File: src/rtl/servo_pkg.sv
// Shared types and nominal timing constants for the servo PWM path (50 MHz clock).
package servo_pkg;

    typedef enum logic [1:0] {
        SYNC_WAIT,
        ARMED,
        HIGH,
        LOW
    } servo_state_e;

    localparam int SERVO_MIN_WIDTH = 20_000;
    localparam int SERVO_MAX_WIDTH = 120_000;
    localparam int SERVO_FRAME     = 1_000_000;
    localparam int SERVO_ANGLE_MAX = 180;

endpackage

File: src/rtl/servo_pwm_decoder_if.sv
// Bus bundle between a PWM source/consumer (master) and the servo PWM decoder (slave).
interface servo_pwm_decoder_if #(
    parameter int CNT_W = 21
);
    logic             pwm_in;
    logic [CNT_W-1:0] width;
    logic [CNT_W-1:0] period;
    logic             valid;
    logic             in_range;
    logic             timeout;
    logic [7:0]       angle;
    logic             angle_valid;

    modport master (
        output pwm_in,
        input  width, period, valid, in_range, timeout, angle, angle_valid
    );

    modport slave (
        input  pwm_in,
        output width, period, valid, in_range, timeout, angle, angle_valid
    );
endinterface

File: src/rtl/pwm_width_to_angle.sv
// Iterative subtract-and-count conversion of a pulse width to degrees 0..180.
// Only present when ANGLE_OUT_EN is defined.
`ifdef ANGLE_OUT_EN
module pwm_width_to_angle
    import servo_pkg::*;
#(
    parameter int CNT_W      = 21,
    parameter int MIN_WIDTH  = SERVO_MIN_WIDTH,
    parameter int ANGLE_STEP = 555
) (
    input  logic             clk,
    input  logic             rst,
    input  logic             start,
    input  logic [CNT_W-1:0] width_in,
    output logic [7:0]       angle,
    output logic             angle_valid
);
    localparam logic [CNT_W-1:0] MIN_CNT   = CNT_W'(MIN_WIDTH);
    localparam logic [CNT_W-1:0] STEP_CNT  = CNT_W'(ANGLE_STEP);
    localparam logic [7:0]       ANGLE_MAX = 8'(SERVO_ANGLE_MAX);

    logic             busy_q, busy_d;
    logic [CNT_W-1:0] rem_q, rem_d;
    logic [7:0]       cnt_q, cnt_d;
    logic [7:0]       angle_q, angle_d;
    logic             angle_valid_q, angle_valid_d;

    // A fresh start always wins, so a stale computation is simply overwritten.
    always_comb begin
        busy_d        = busy_q;
        rem_d         = rem_q;
        cnt_d         = cnt_q;
        angle_d       = angle_q;
        angle_valid_d = 1'b0;
        if (start) begin
            if (width_in < MIN_CNT) begin
                busy_d        = 1'b0;
                angle_d       = '0;
                angle_valid_d = 1'b1;
            end else begin
                busy_d = 1'b1;
                rem_d  = width_in - MIN_CNT;
                cnt_d  = '0;
            end
        end else if (busy_q) begin
            if (rem_q >= STEP_CNT && cnt_q < ANGLE_MAX) begin
                rem_d = rem_q - STEP_CNT;
                cnt_d = cnt_q + 8'd1;
            end else begin
                busy_d        = 1'b0;
                angle_d       = cnt_q;
                angle_valid_d = 1'b1;
            end
        end
    end

    always_ff @(posedge clk) begin
        if (rst) begin
            busy_q        <= 1'b0;
            rem_q         <= '0;
            cnt_q         <= '0;
            angle_q       <= '0;
            angle_valid_q <= 1'b0;
        end else begin
            busy_q        <= busy_d;
            rem_q         <= rem_d;
            cnt_q         <= cnt_d;
            angle_q       <= angle_d;
            angle_valid_q <= angle_valid_d;
        end
    end

    assign angle       = angle_q;
    assign angle_valid = angle_valid_q;
endmodule
`endif

File: src/rtl/servo_pwm_decoder.sv
// Measures high time and period of a servo PWM input with range check and loss-of-signal timeout.
// Define ANGLE_OUT_EN to add the width-to-degrees converter on angle/angle_valid.
module servo_pwm_decoder
    import servo_pkg::*;
#(
    parameter int CNT_W      = 21,
    parameter int MIN_WIDTH  = SERVO_MIN_WIDTH,
    parameter int MAX_WIDTH  = SERVO_MAX_WIDTH,
    parameter int TIMEOUT    = SERVO_FRAME + SERVO_FRAME / 2,
    parameter int ANGLE_STEP = (SERVO_MAX_WIDTH - SERVO_MIN_WIDTH) / SERVO_ANGLE_MAX
) (
    input  logic                clk,
    input  logic                rst,
    servo_pwm_decoder_if.slave  bus
);
    localparam logic [CNT_W-1:0] TO_CNT  = CNT_W'(TIMEOUT);
    localparam logic [CNT_W-1:0] MIN_CNT = CNT_W'(MIN_WIDTH);
    localparam logic [CNT_W-1:0] MAX_CNT = CNT_W'(MAX_WIDTH);
    localparam logic [CNT_W-1:0] ONE     = CNT_W'(1);

    logic             sync1_q, sync2_q, prev_q;
    logic             rise, fall;
    servo_state_e     state_q, state_d;
    logic [CNT_W-1:0] hcnt_q, hcnt_d;
    logic [CNT_W-1:0] pcnt_q, pcnt_d;
    logic [CNT_W-1:0] width_q, width_d;
    logic [CNT_W-1:0] width_rpt_q, width_rpt_d;
    logic [CNT_W-1:0] period_q, period_d;
    logic             valid_q, valid_d;
    logic             in_range_q, in_range_d;
    logic             timeout_q, timeout_d;

    function automatic logic [CNT_W-1:0] sat_inc(input logic [CNT_W-1:0] x);
        return (x >= TO_CNT) ? x : x + ONE;
    endfunction

    assign rise = sync2_q & ~prev_q;
    assign fall = ~sync2_q & prev_q;

    // NOTE: every comb output gets its default first, so no path leaves a latch.
    always_comb begin
        state_d     = state_q;
        hcnt_d      = hcnt_q;
        pcnt_d      = pcnt_q;
        width_d     = width_q;
        width_rpt_d = width_rpt_q;
        period_d    = period_q;
        valid_d     = 1'b0;
        in_range_d  = in_range_q;
        timeout_d   = timeout_q;
        unique case (state_q)
            SYNC_WAIT: begin
                if (!sync2_q) begin
                    state_d = ARMED;
                    pcnt_d  = '0;
                end
            end
            ARMED: begin
                if (rise) begin
                    state_d = HIGH;
                    hcnt_d  = ONE;
                    pcnt_d  = ONE;
                end else if (pcnt_q >= TO_CNT) begin
                    timeout_d = 1'b1;
                    pcnt_d    = '0;
                end else begin
                    pcnt_d = sat_inc(pcnt_q);
                end
            end
            HIGH: begin
                if (fall) begin
                    state_d    = LOW;
                    width_d    = hcnt_q;
                    in_range_d = (hcnt_q >= MIN_CNT) && (hcnt_q <= MAX_CNT);
                    pcnt_d     = sat_inc(pcnt_q);
                end else if (hcnt_q >= TO_CNT) begin
                    state_d   = SYNC_WAIT;
                    timeout_d = 1'b1;
                end else begin
                    hcnt_d = sat_inc(hcnt_q);
                    pcnt_d = sat_inc(pcnt_q);
                end
            end
            LOW: begin
                // Rise is tested first: it beats a timeout landing on the same cycle.
                if (rise) begin
                    state_d     = HIGH;
                    width_rpt_d = width_q;
                    period_d    = pcnt_q;
                    valid_d     = 1'b1;
                    timeout_d   = 1'b0;
                    hcnt_d      = ONE;
                    pcnt_d      = ONE;
                end else if (pcnt_q >= TO_CNT) begin
                    state_d   = ARMED;
                    timeout_d = 1'b1;
                    pcnt_d    = '0;
                end else begin
                    pcnt_d = sat_inc(pcnt_q);
                end
            end
            default: state_d = SYNC_WAIT;
        endcase
    end

    // NOTE: sequential state uses non-blocking assignments only.
    always_ff @(posedge clk) begin
        if (rst) begin
            // NOTE: the synchroniser resets to "high" so a pulse already in progress
            // at reset release is waited out in SYNC_WAIT instead of being seen as a rise.
            sync1_q     <= 1'b1;
            sync2_q     <= 1'b1;
            prev_q      <= 1'b1;
            state_q     <= SYNC_WAIT;
            hcnt_q      <= '0;
            pcnt_q      <= '0;
            width_q     <= '0;
            width_rpt_q <= '0;
            period_q    <= '0;
            valid_q     <= 1'b0;
            in_range_q  <= 1'b0;
            timeout_q   <= 1'b0;
        end else begin
            sync1_q     <= bus.pwm_in;
            sync2_q     <= sync1_q;
            prev_q      <= sync2_q;
            state_q     <= state_d;
            hcnt_q      <= hcnt_d;
            pcnt_q      <= pcnt_d;
            width_q     <= width_d;
            width_rpt_q <= width_rpt_d;
            period_q    <= period_d;
            valid_q     <= valid_d;
            in_range_q  <= in_range_d;
            timeout_q   <= timeout_d;
        end
    end

    assign bus.width    = width_rpt_q;
    assign bus.period   = period_q;
    assign bus.valid    = valid_q;
    assign bus.in_range = in_range_q;
    assign bus.timeout  = timeout_q;

`ifdef ANGLE_OUT_EN
    logic angle_start;
    assign angle_start = (state_q == HIGH) && fall;

    pwm_width_to_angle #(
        .CNT_W      (CNT_W),
        .MIN_WIDTH  (MIN_WIDTH),
        .ANGLE_STEP (ANGLE_STEP)
    ) u_angle (
        .clk         (clk),
        .rst         (rst),
        .start       (angle_start),
        .width_in    (hcnt_q),
        .angle       (bus.angle),
        .angle_valid (bus.angle_valid)
    );
`else
    logic unused_angle_step;
    assign unused_angle_step = (ANGLE_STEP > 0);
    assign bus.angle         = '0;
    assign bus.angle_valid   = 1'b0;
`endif
endmodule

File: src/flat_wrapper.sv
// flat-port wrapper written by rule: the top's interface ports become plain ports
module servo_pwm_decoder_flat import servo_pkg::*;
#(
    parameter int CNT_W      = 21,
    parameter int MIN_WIDTH  = SERVO_MIN_WIDTH,
    parameter int MAX_WIDTH  = SERVO_MAX_WIDTH,
    parameter int TIMEOUT    = SERVO_FRAME + SERVO_FRAME / 2,
    parameter int ANGLE_STEP = (SERVO_MAX_WIDTH - SERVO_MIN_WIDTH) / SERVO_ANGLE_MAX
)
  (clk, rst, bus_pwm_in, bus_width, bus_period, bus_valid, bus_in_range, bus_timeout, bus_angle, bus_angle_valid);
  servo_pwm_decoder_if #(.CNT_W(CNT_W)) bus_i ();
  input  logic clk;
  input  logic rst;
  input wire logic [$bits(bus_i.pwm_in)-1:0] bus_pwm_in;
  output wire logic [$bits(bus_i.width)-1:0] bus_width;
  output wire logic [$bits(bus_i.period)-1:0] bus_period;
  output wire logic [$bits(bus_i.valid)-1:0] bus_valid;
  output wire logic [$bits(bus_i.in_range)-1:0] bus_in_range;
  output wire logic [$bits(bus_i.timeout)-1:0] bus_timeout;
  output wire logic [$bits(bus_i.angle)-1:0] bus_angle;
  output wire logic [$bits(bus_i.angle_valid)-1:0] bus_angle_valid;
  assign bus_i.pwm_in = bus_pwm_in;
  assign bus_width = bus_i.width;
  assign bus_period = bus_i.period;
  assign bus_valid = bus_i.valid;
  assign bus_in_range = bus_i.in_range;
  assign bus_timeout = bus_i.timeout;
  assign bus_angle = bus_i.angle;
  assign bus_angle_valid = bus_i.angle_valid;
  servo_pwm_decoder #(.CNT_W(CNT_W), .MIN_WIDTH(MIN_WIDTH), .MAX_WIDTH(MAX_WIDTH), .TIMEOUT(TIMEOUT), .ANGLE_STEP(ANGLE_STEP)) u_core (.clk(clk), .rst(rst), .bus(bus_i));
endmodule
File: config.mk
export PLATFORM = sky130hd
export DESIGN_NAME = servo_pwm_decoder_flat
export DESIGN_NICKNAME = d
export VERILOG_FILES = /design/src/rtl/servo_pkg.sv /design/src/rtl/servo_pwm_decoder_if.sv /design/src/rtl/pwm_width_to_angle.sv /design/src/rtl/servo_pwm_decoder.sv /design/src/flat_wrapper.sv
export SDC_FILE = /design/constraint.sdc
export NUM_CORES = 1
export LEC_CHECK = 0
export ABC_AREA = 0
export BUFFER_PORTS_ARGS = -buffer_cell sky130_fd_sc_hd__clkbuf_2
export CAP_MARGIN = 20
export CELL_PAD_IN_SITES_DETAIL_PLACEMENT = 1
export CELL_PAD_IN_SITES_GLOBAL_PLACEMENT = 2
export CORE_ASPECT_RATIO = 0.8
export CORE_UTILIZATION = 31
export DETAILED_ROUTE_END_ITERATION = 10
export PLACE_DENSITY_LB_ADDON = 0.1
export SLEW_MARGIN = 5
export SYNTH_ARGS = -nofsm -noshare
export SYNTH_HDL_FRONTEND = slang
export SYNTH_SLANG_ARGS = --single-unit
File: constraint.sdc
create_clock -name clk -period 1.87 [get_ports clk]
set_input_delay 0.187 -clock clk [delete_from_list [all_inputs] [get_ports clk]]
set_output_delay 0.187 -clock clk [all_outputs]
set_load 0.02 [all_outputs]
## Word level (Yosys, flattened, before mapping)

Index checks and enable logic that the tools add are counted.

- Input bits: 3
- Flip-flop bits (word level): 113
- Logic and storage cells: 73
- Output and inout port bits: 54

- Muxes and demuxes: 25
- Magnitude comparators: 4
- Reduce and logical (&&, ||, !) cells: 12
- $add $sub $neg: 2
- Bitwise gates (word level): 5
- Equal/unequal tests: 13

Operators by type and width:

| operator | count |
|---|---|
| $mux W21 | 9 |
| $pmux W21 S3 | 1 |
| $add A21 B1 Y21 const B | 2 |
| $ge A21 B21 Y1 const B | 2 |
| $pmux W21 S2 | 1 |
| $ge A21 B15 Y1 const B | 1 |
| $le A21 B17 Y1 const B | 1 |
| $mux W2 | 6 |
| $reduce_and A4 Y1 | 3 |
| $ne A2 B2 Y1 const B | 4 |
| $pmux W2 S4 | 1 |
| $mux W1 | 6 |
| $ne A2 B1 Y1 const B | 3 |
| $ne A3 B1 Y1 const B | 2 |
| $reduce_and A2 Y1 | 3 |
| $eq A2 B2 Y1 const B | 2 |
| $reduce_or A2 Y1 | 2 |
| $ne A3 B2 Y1 const B | 1 |
| $not A1 Y1 | 3 |
| $pmux W1 S3 | 1 |
| $reduce_bool A3 Y1 | 1 |
| $and A1 B1 Y1 | 2 |
| $eq A2 B1 Y1 const B | 1 |
| $logic_not A2 Y1 | 1 |
| 2 further kinds | 2 |

## Longest topological paths before layout

Gate-level depths: netlist of the first run.

- Word-level depth: 5
- Depth in mapped cells: 8

## Worst setup path after synthesis of the first run

OpenSTA, ideal clock, no wires.

- Path type: register to register
- Start: register u_core.pcnt_q[18]
- End: register u_core.pcnt_q[18]
- Data arrival time: 1.894 ns
- Path slack: -0.083 ns
- Data required time: 1.811 ns
- Cell stages (with the launch flop): 7
- Path through: dfxtp_1 and3_1 o21a_1 a2111o_1 a21o_2 or4_1 nand2_1

- Cells in the longest elaborated chain, start to end: 5
- Elaborated cells between the ends (all ways): 8
- Those cells by class: 1 x add/sub; 1 x order compare; 6 x mux

RTL lines:

| item | RTL line | RTL |
|---|---|---|
| from (decl) | servo_pwm_decoder.sv:25 | `logic [CNT_W-1:0] pcnt_q, pcnt_d;` |
| from (signal assigned) | servo_pwm_decoder.sv:129 | `pcnt_q <= pcnt_d;` |
| $add A21 B1 Y21 / $ge A21 B21 Y1 (equally long branches) | servo_pwm_decoder.sv:34, servo_pwm_decoder.sv:63, servo_pwm_decoder.sv:94 |  |
| $mux W21 | servo_pwm_decoder.sv:34 | `return (x >= TO_CNT) ? x : x + ONE;` |
| $mux W21 | servo_pwm_decoder.sv:76 | `end else if (hcnt_q >= TO_CNT) begin` |
| $mux W21 | servo_pwm_decoder.sv:71 | `if (fall) begin` |
| $pmux W21 S3 * | servo_pwm_decoder.sv:51 | `unique case (state_q)` |

Every way passes the cells marked *; elsewhere a longest branch is shown, timed or not. The select of a mux whose other input is x is not followed.
A chain may end at the register's enable or synchronous reset.

## Worst setup path after layout of the first run

Ends and elaborated chain as after synthesis.

==> impl_metrics.env, run 1 <==
export IMPL_rsz0062_at_grt="yes"
export IMPL_skew_ns=0.00821
export IMPL_place_inst=937
export IMPL_cts_tree="done"
export IMPL_place_area_um2=6040
export IMPL_via_count=4846
export IMPL_crit_required_ns=2.23
export IMPL_first_global_vias=4955
export IMPL_gp_congestion=0.790
export IMPL_synthDistinctLibCells=58
export IMPL_min_period_ns=1.99
export IMPL_tightest_slew_ns=0.510
export IMPL_insertion_delay_ns=0.42
export IMPL_drv_slew=0
export IMPL_yosysTopAreaCellShare_pct=45.9
export IMPL_grt_pass1_wl_mm=26.0
export IMPL_nets=775
export IMPL_design_area_um2=7120
export IMPL_cts_buffer_depth=2
export IMPL_yosys_area_top_type="dfxtp_1"
export IMPL_cts_root_buffer="clkbuf_16"
export IMPL_async_flop_share_pct=0
export IMPL_viasPerCell=4.89
export IMPL_drt_iter0_markers=247
export IMPL_synth_most_common_cell="nand2_1"
export IMPL_ant_nets=0
export IMPL_clkTransAtPathRegs_ns=0.06
export IMPL_synthCells=617
export IMPL_hp_class="in2reg"
export IMPL_stdcell_count=991
export IMPL_violations="setup timing"
export IMPL_area_growth_syn_to_layout_pct=44.5
export IMPL_drt_wl_total_mm=16.3
export IMPL_htreeDepth=4
export IMPL_worst_setup_path_end_kind="flip-flop"
export IMPL_fp_dieArea_um2=16400
export IMPL_synth_warnings=0
export IMPL_r2r_cells=8
export IMPL_cts_buffers_inserted=17
export IMPL_p_per_area_nw_per_um2=817
export IMPL_die_h_um=115
export IMPL_synth_edf_count=0
export IMPL_first_pass_iters=4
export IMPL_fin_tns_setup_ns=-0.497
export IMPL_status="finished with violations"
export IMPL_arrival_ns=2.35
export IMPL_grt_antenna_before_repair=0
export IMPL_drive_above_1_share_pct=33.5
export IMPL_crit_fanout=4
export IMPL_slew_limit_headroom_pct=65.6
export IMPL_grt_max_degree=44
export IMPL_fillCellCount=1869
export IMPL_setup_ws_ns=-0.119
export IMPL_cap_violations=0
export IMPL_ys_flop_type="dfxtp_1"
export IMPL_cts_sinks=113
export IMPL_setup_worst_path_class="reg2reg"
export IMPL_start_util_pct=32.3
export IMPL_syn_avg_cell_area_um2=7.99
export IMPL_setup_viol=12
export IMPL_n_antenna_cell=0
export IMPL_fmax_ghz=0.503
export IMPL_finalHoldViolCount=0
export IMPL_pin_count=57
export IMPL_wl_per_cell_um=16.5
export IMPL_grt_usage_pct=20.7
export IMPL_die_x_um=143
export IMPL_ys_top_cells_by_count="152 x nand2_1, 113 x dfxtp_1, 86 x a21oi_1, 34 x nor2_1, 27 x clkbuf_1"
export IMPL_leakage_nw=2.71
export IMPL_dp_hpwl_mm=11.2
export IMPL_core_um2=15300
export IMPL_ys_ff_latch=113
export IMPL_hold_depth=2
export IMPL_ir_drop_uv=623
export IMPL_start_kind="flip-flop"
export IMPL_numPortBuffers=47
export IMPL_finalCritPeriodShare_pct=106
export IMPL_route_detailed_drc=0
export IMPL_syn_area_um2=4930
export IMPL_yosysSeqAreaShare_pct=45.9
export IMPL_synthTopCellsByArea="dfxtp_1 46%, nand2_1 12%, a21oi_1 8.7%"
export IMPL_gr_total_overflow=0
export IMPL_whs_ns=0.0772
export IMPL_postLayoutCoreUtil_pct=46.6
export IMPL_std_cell_rows=40
## layer usage
layer,up-vias,routed length (um),global-route usage (%)
met5,-,0,0
met1,2345,8540,29.6
met2,66,7150,31.1
met3,14,492,4.54
met4,0,144,6.02
li1,2421,-,-
## where the power goes
part / internal, W / leakage (nW) / switching (W)
Combinational: 0.0000647 / 1.52 / 0.000122
Clock: 0.00200 / 0.273 / 0.00121
Sequential: 0.00241 / 0.918 / 0.00000847
Total: 0.00447 / 2.71 / 0.00134
## cell families (layout without fill, tap and decap cells)
| family | count (synthesis) | after routing | share of synthesized area, % |
|---|---|---|---|
| multiplexers | 2 | 2 | 0.432 |
| XOR/XNOR | 18 | 18 | 3.20 |
| adder cells (fa/ha/maj) | 4 | 4 | 1.02 |
| flip-flops | 113 | 113 | 45.9 |
| other | 1 | 9 | 0.0761 |
| buffers and inverters | 55 | 210 | 5.46 |
| AND/OR/NAND/NOR | 280 | 280 | 26.6 |
| AO/OA/AOI/OAI | 144 | 145 | 17.3 |
## through the flow
stage | power [W] | setup WS [ns]
floorplan | 0.00259 | 0.00589
global placement | 0.00263 | -0.114
detailed placement | 0.00264 | -0.192
CTS | 0.00587 | -0.0305
global route | 0.00601 | -0.192
finish | 0.00582 | -0.119
## path summary, 6_finish.rpt
kind	start	slack, ns	endpoint
hold reg to reg	u_core.sync1_q$_SDFF_PP1_	0.41	u_core.sync2_q$_SDFF_PP1_
hold / removal	rst	0.08	u_core.bus.period[17]$_SDFFE_PP0P_
setup reg to reg	u_core.pcnt_q[18]$_SDFFE_PP0P_	-0.12	u_core.pcnt_q[18]$_SDFFE_PP0P_
setup / recovery	u_core.pcnt_q[18]$_SDFFE_PP0P_	-0.12	u_core.pcnt_q[18]$_SDFFE_PP0P_
## placed cells by master, fill, tap and decap left out, types with 3 or more instances in the layout
master	count
nand2_1	149
buf_4	110
dfxtp_1	101
a21oi_1	81
clkbuf_2	47
nor2_1	32
o21ai_0	20
nand4_1	19
clkbuf_16	17
xor2_1	15
or3_1	10
inv_1	9
conb_1	9
dfxtp_2	9
nand3_1	8
buf_6	8
o211ai_1	7
and2_1	6
a21oi_2	5
and3_4	5
nand2b_1	4
nor2b_1	4
and3_1	4
o21a_1	4
or2_2	4
or4_1	4
a211oi_1	4
clkinvlp_4	4
nor3_2	3
nand3_4	3
ha_1	3
clkinv_4	3
dfxtp_4	3
## registers in the layout (all words and copies together), names as in the netlist
name                 cells
u_core.hcnt_q           21
u_core.state_q           2
u_core.pcnt_q           21
u_core.bus.in_range      1
u_core.bus.period       21
u_core.bus.timeout       1
u_core.prev_q            1
u_core.sync2_q           1
u_core.bus.width        21
u_core.width_q          21
u_core.sync1_q           1
u_core.bus.valid         1
## worst max-delay path: stages, from the launching register on
cell and delay [ns]:
dfxtp_2 0.33, buf_6 0.11, nand4_1 0.12, nor4_2 0.06
buf_4 0.17, a2111o_1 0.43, a21o_2 0.22, or4_4 0.42
nand2_1 0.07
## layout make-up
cell class | count | area (um^2) | share of cell area [%]
Clock inverter | 12 | 135 | 1.90
Inverter | 10 | 37.5 | 0.527
Clock buffer | 20 | 447 | 6.27
Timing Repair Buffer | 168 | 1200 | 16.9
Sequential cell | 113 | 2280 | 32.1
Tap cell | 210 | 263 | 3.69
Multi-Input combinational cell | 458 | 2750 | 38.6
## timing repair
action,4_1_cts,5_1_grt
cloned,1,1
hold buffers,1,0
setup endpoints to repair,37,43
hold endpoints to repair,1,0
buffers inserted,8,11
pin swaps,13,31
gates resized for setup,33,38
No activity file was read; power rests on OpenSTA's default activity.
==> inputs of run 2 (changes only) <==
--- a/config.mk
+++ b/config.mk
@@ -8,13 +8,10 @@
 export ABC_AREA = 0
 export BUFFER_PORTS_ARGS = -buffer_cell sky130_fd_sc_hd__clkbuf_2
 export CAP_MARGIN = 20
-export CELL_PAD_IN_SITES_DETAIL_PLACEMENT = 1
-export CELL_PAD_IN_SITES_GLOBAL_PLACEMENT = 2
 export CORE_ASPECT_RATIO = 0.8
-export CORE_UTILIZATION = 31
+export CORE_UTILIZATION = 52
 export DETAILED_ROUTE_END_ITERATION = 10
-export PLACE_DENSITY_LB_ADDON = 0.1
-export SLEW_MARGIN = 5
+export PLACE_DENSITY = 0.75
 export SYNTH_ARGS = -nofsm -noshare
 export SYNTH_HDL_FRONTEND = slang
 export SYNTH_SLANG_ARGS = --single-unit
==> impl_metrics.env, run 2 (synthesis gave the netlist of run 1 again) <==
export IMPL_fin_tns_setup_ns=-1.76
export IMPL_reg2reg_to="u_core.pcnt_q[16]$_SDFFE_PP0P_"
export IMPL_drv_slew=0
export IMPL_area_growth_syn_to_layout_pct=38.2
export IMPL_viasPerCell=5.74
export IMPL_gp_congestion=0.915
export IMPL_htreeDepth=4
export IMPL_via_count=5055
export IMPL_grt_max_degree=57
export IMPL_die_x_um=111
export IMPL_worstSetupStartpoint="u_core.hcnt_q[5]$_SDFFE_PP0P_"
export IMPL_nets=759
export IMPL_drive_above_1_share_pct=34.1
export IMPL_drt_iter0_markers=549
export IMPL_highest_layer="met4"
export IMPL_cap_violations=0
export IMPL_wl_per_cell_um=16.3
export IMPL_first_global_vias=4452
export IMPL_layout_common_cells="147 x nand2_1, 99 x buf_4, 93 x dfxtp_1, 80 x a21oi_1, 47 x clkbuf_2"
export IMPL_fmax_ghz=0.490
export IMPL_status="finished with violations"
export IMPL_setup_viol=27
export IMPL_finalCritPeriodShare_pct=109
export IMPL_start_kind="flip-flop"
export IMPL_numPortBuffers=47
export IMPL_wl_met2_mm=6.70
export IMPL_first_pass_iters=5
export IMPL_setup_worst_path_class="reg2reg"
export IMPL_power_w=0.00563
export IMPL_cts_buffers_inserted=17
export IMPL_slew_limit_headroom_pct=63.8
export IMPL_cts_tree="done"
export IMPL_arrival_ns=2.37
export IMPL_wl_met1_mm=6.31
export IMPL_leakage_nw=2.61
export IMPL_setup_ws_ns=-0.170
export IMPL_drt_wl_total_mm=14.3
export IMPL_std_cell_rows=31
export IMPL_dp_hpwl_mm=8.83
export IMPL_cts_sinks=113
export IMPL_min_period_ns=2.04
export IMPL_finalHoldViolCount=0
export IMPL_cts_buffer_depth=2
export IMPL_clkTransAtPathRegs_ns=0.06
export IMPL_reg2reg_from="u_core.hcnt_q[5]$_SDFFE_PP0P_"
export IMPL_die_h_um=89.1
export IMPL_fp_dieArea_um2=9870
export IMPL_ir_drop_uv=851
export IMPL_pin_count=57
export IMPL_final_common_cell="nand2_1"
export IMPL_p_per_area_nw_per_um2=827
export IMPL_gr_total_overflow=0
export IMPL_r2r_slack_ns=-0.17
export IMPL_grt_pass1_wl_mm=21.7
export IMPL_worst_setup_path_end_kind="flip-flop"
export IMPL_crit_required_ns=2.20
export IMPL_start_util_pct=54.1
export IMPL_n_antenna_cell=0
export IMPL_fillCellCount=609
export IMPL_rsz0062_at_grt="yes"
export IMPL_tightest_slew_ns=0.543
export IMPL_grt_usage_pct=27.8
export IMPL_hp_class="in2reg"
export IMPL_wl_met3_um=948
export IMPL_cts_root_buffer="clkbuf_16"
export IMPL_whs_ns=0.0352
export IMPL_skew_ns=0.0102
export IMPL_route_detailed_drc=0
export IMPL_ant_nets=0
export IMPL_violations="setup timing"
export IMPL_r2r_cells=8
export IMPL_crit_fanout=6
export IMPL_grt_antenna_before_repair=0
export IMPL_core_um2=9110
export IMPL_insertion_delay_ns=0.41
export IMPL_endpoint="u_core.pcnt_q[16]$_SDFFE_PP0P_"
## run 2: what timing repair did
action | in CTS | in global routing
pin swaps | 10 | 24
setup endpoints to repair | 31 | 58
endpoints found under the hold margin | 1 | 0
hold buffers | 1 | 0
resized for setup | 16 | 59
gates cloned | 0 | 1
buffers inserted | 1 | 11
## run 2: per-stage QoR
stage | setup slack, ns | util, % | instances | instance area (um^2)
final | -0.170 | 74.7 | 880 | 6810
after global routing | -0.183 | 74.7 | 880 | 6810
after CTS | -0.0615 | 71.2 | 868 | 6490
after detailed placement | -0.119 | 64.3 | 834 | 5860
after global placement | 0.00726 | 64.3 | 834 | 5860
after floorplan | 0.00589 | - | 625 | 5010
## run 2: area by class of cell
cell class,count,area (um^2),share of cell area [%]
repair buffers,152,1050,15.5
flip-flops and latches,113,2290,33.7
multi-input cells,458,2720,40.0
clock inverters,15,135,1.98
clock buffers,17,425,6.25
well taps,115,144,2.11
inverters,10,37.5,0.551
## run 2: worst min path at each step
stage	cells past startpoint	startpoint	to	slack, ns
floorplan	1	bus_pwm_in	u_core.sync1_q$_SDFF_PP1_	0.29
global placement	2	bus_pwm_in	u_core.sync1_q$_SDFF_PP1_	0.37
detailed placement	2	bus_pwm_in	u_core.sync1_q$_SDFF_PP1_	0.37
CTS	2	rst	u_core.hcnt_q[0]$_SDFFE_PP0P_	0.03
global route	2	rst	u_core.pcnt_q[0]$_SDFFE_PP0P_	0.04
finish	2	rst	u_core.pcnt_q[0]$_SDFFE_PP0P_	0.04
## run 2: metal layers
layer	vias to the layer above	global-route usage, %
li1	2388	-
met1	2413	38.2
met2	214	42.7
met3	40	7.59
met4	0	9.58
met5	-	0
## run 2: critical path, cell delays in order (launching register included)
cell and delay (ns):
dfxtp_2 0.34, a21oi_1 0.19, o21ai_1 0.10, buf_4 0.16
a41oi_4 0.39, o21ai_4 0.14, buf_4 0.17, or3_1 0.31
a21oi_1 0.16
## run 2: power breakdown
group / internal (W) / switching, W
clock network: 0.00183 / 0.00120
logic: 0.0000621 / 0.000117
registers: 0.00241 / 0.00000796
total: 0.00431 / 0.00132
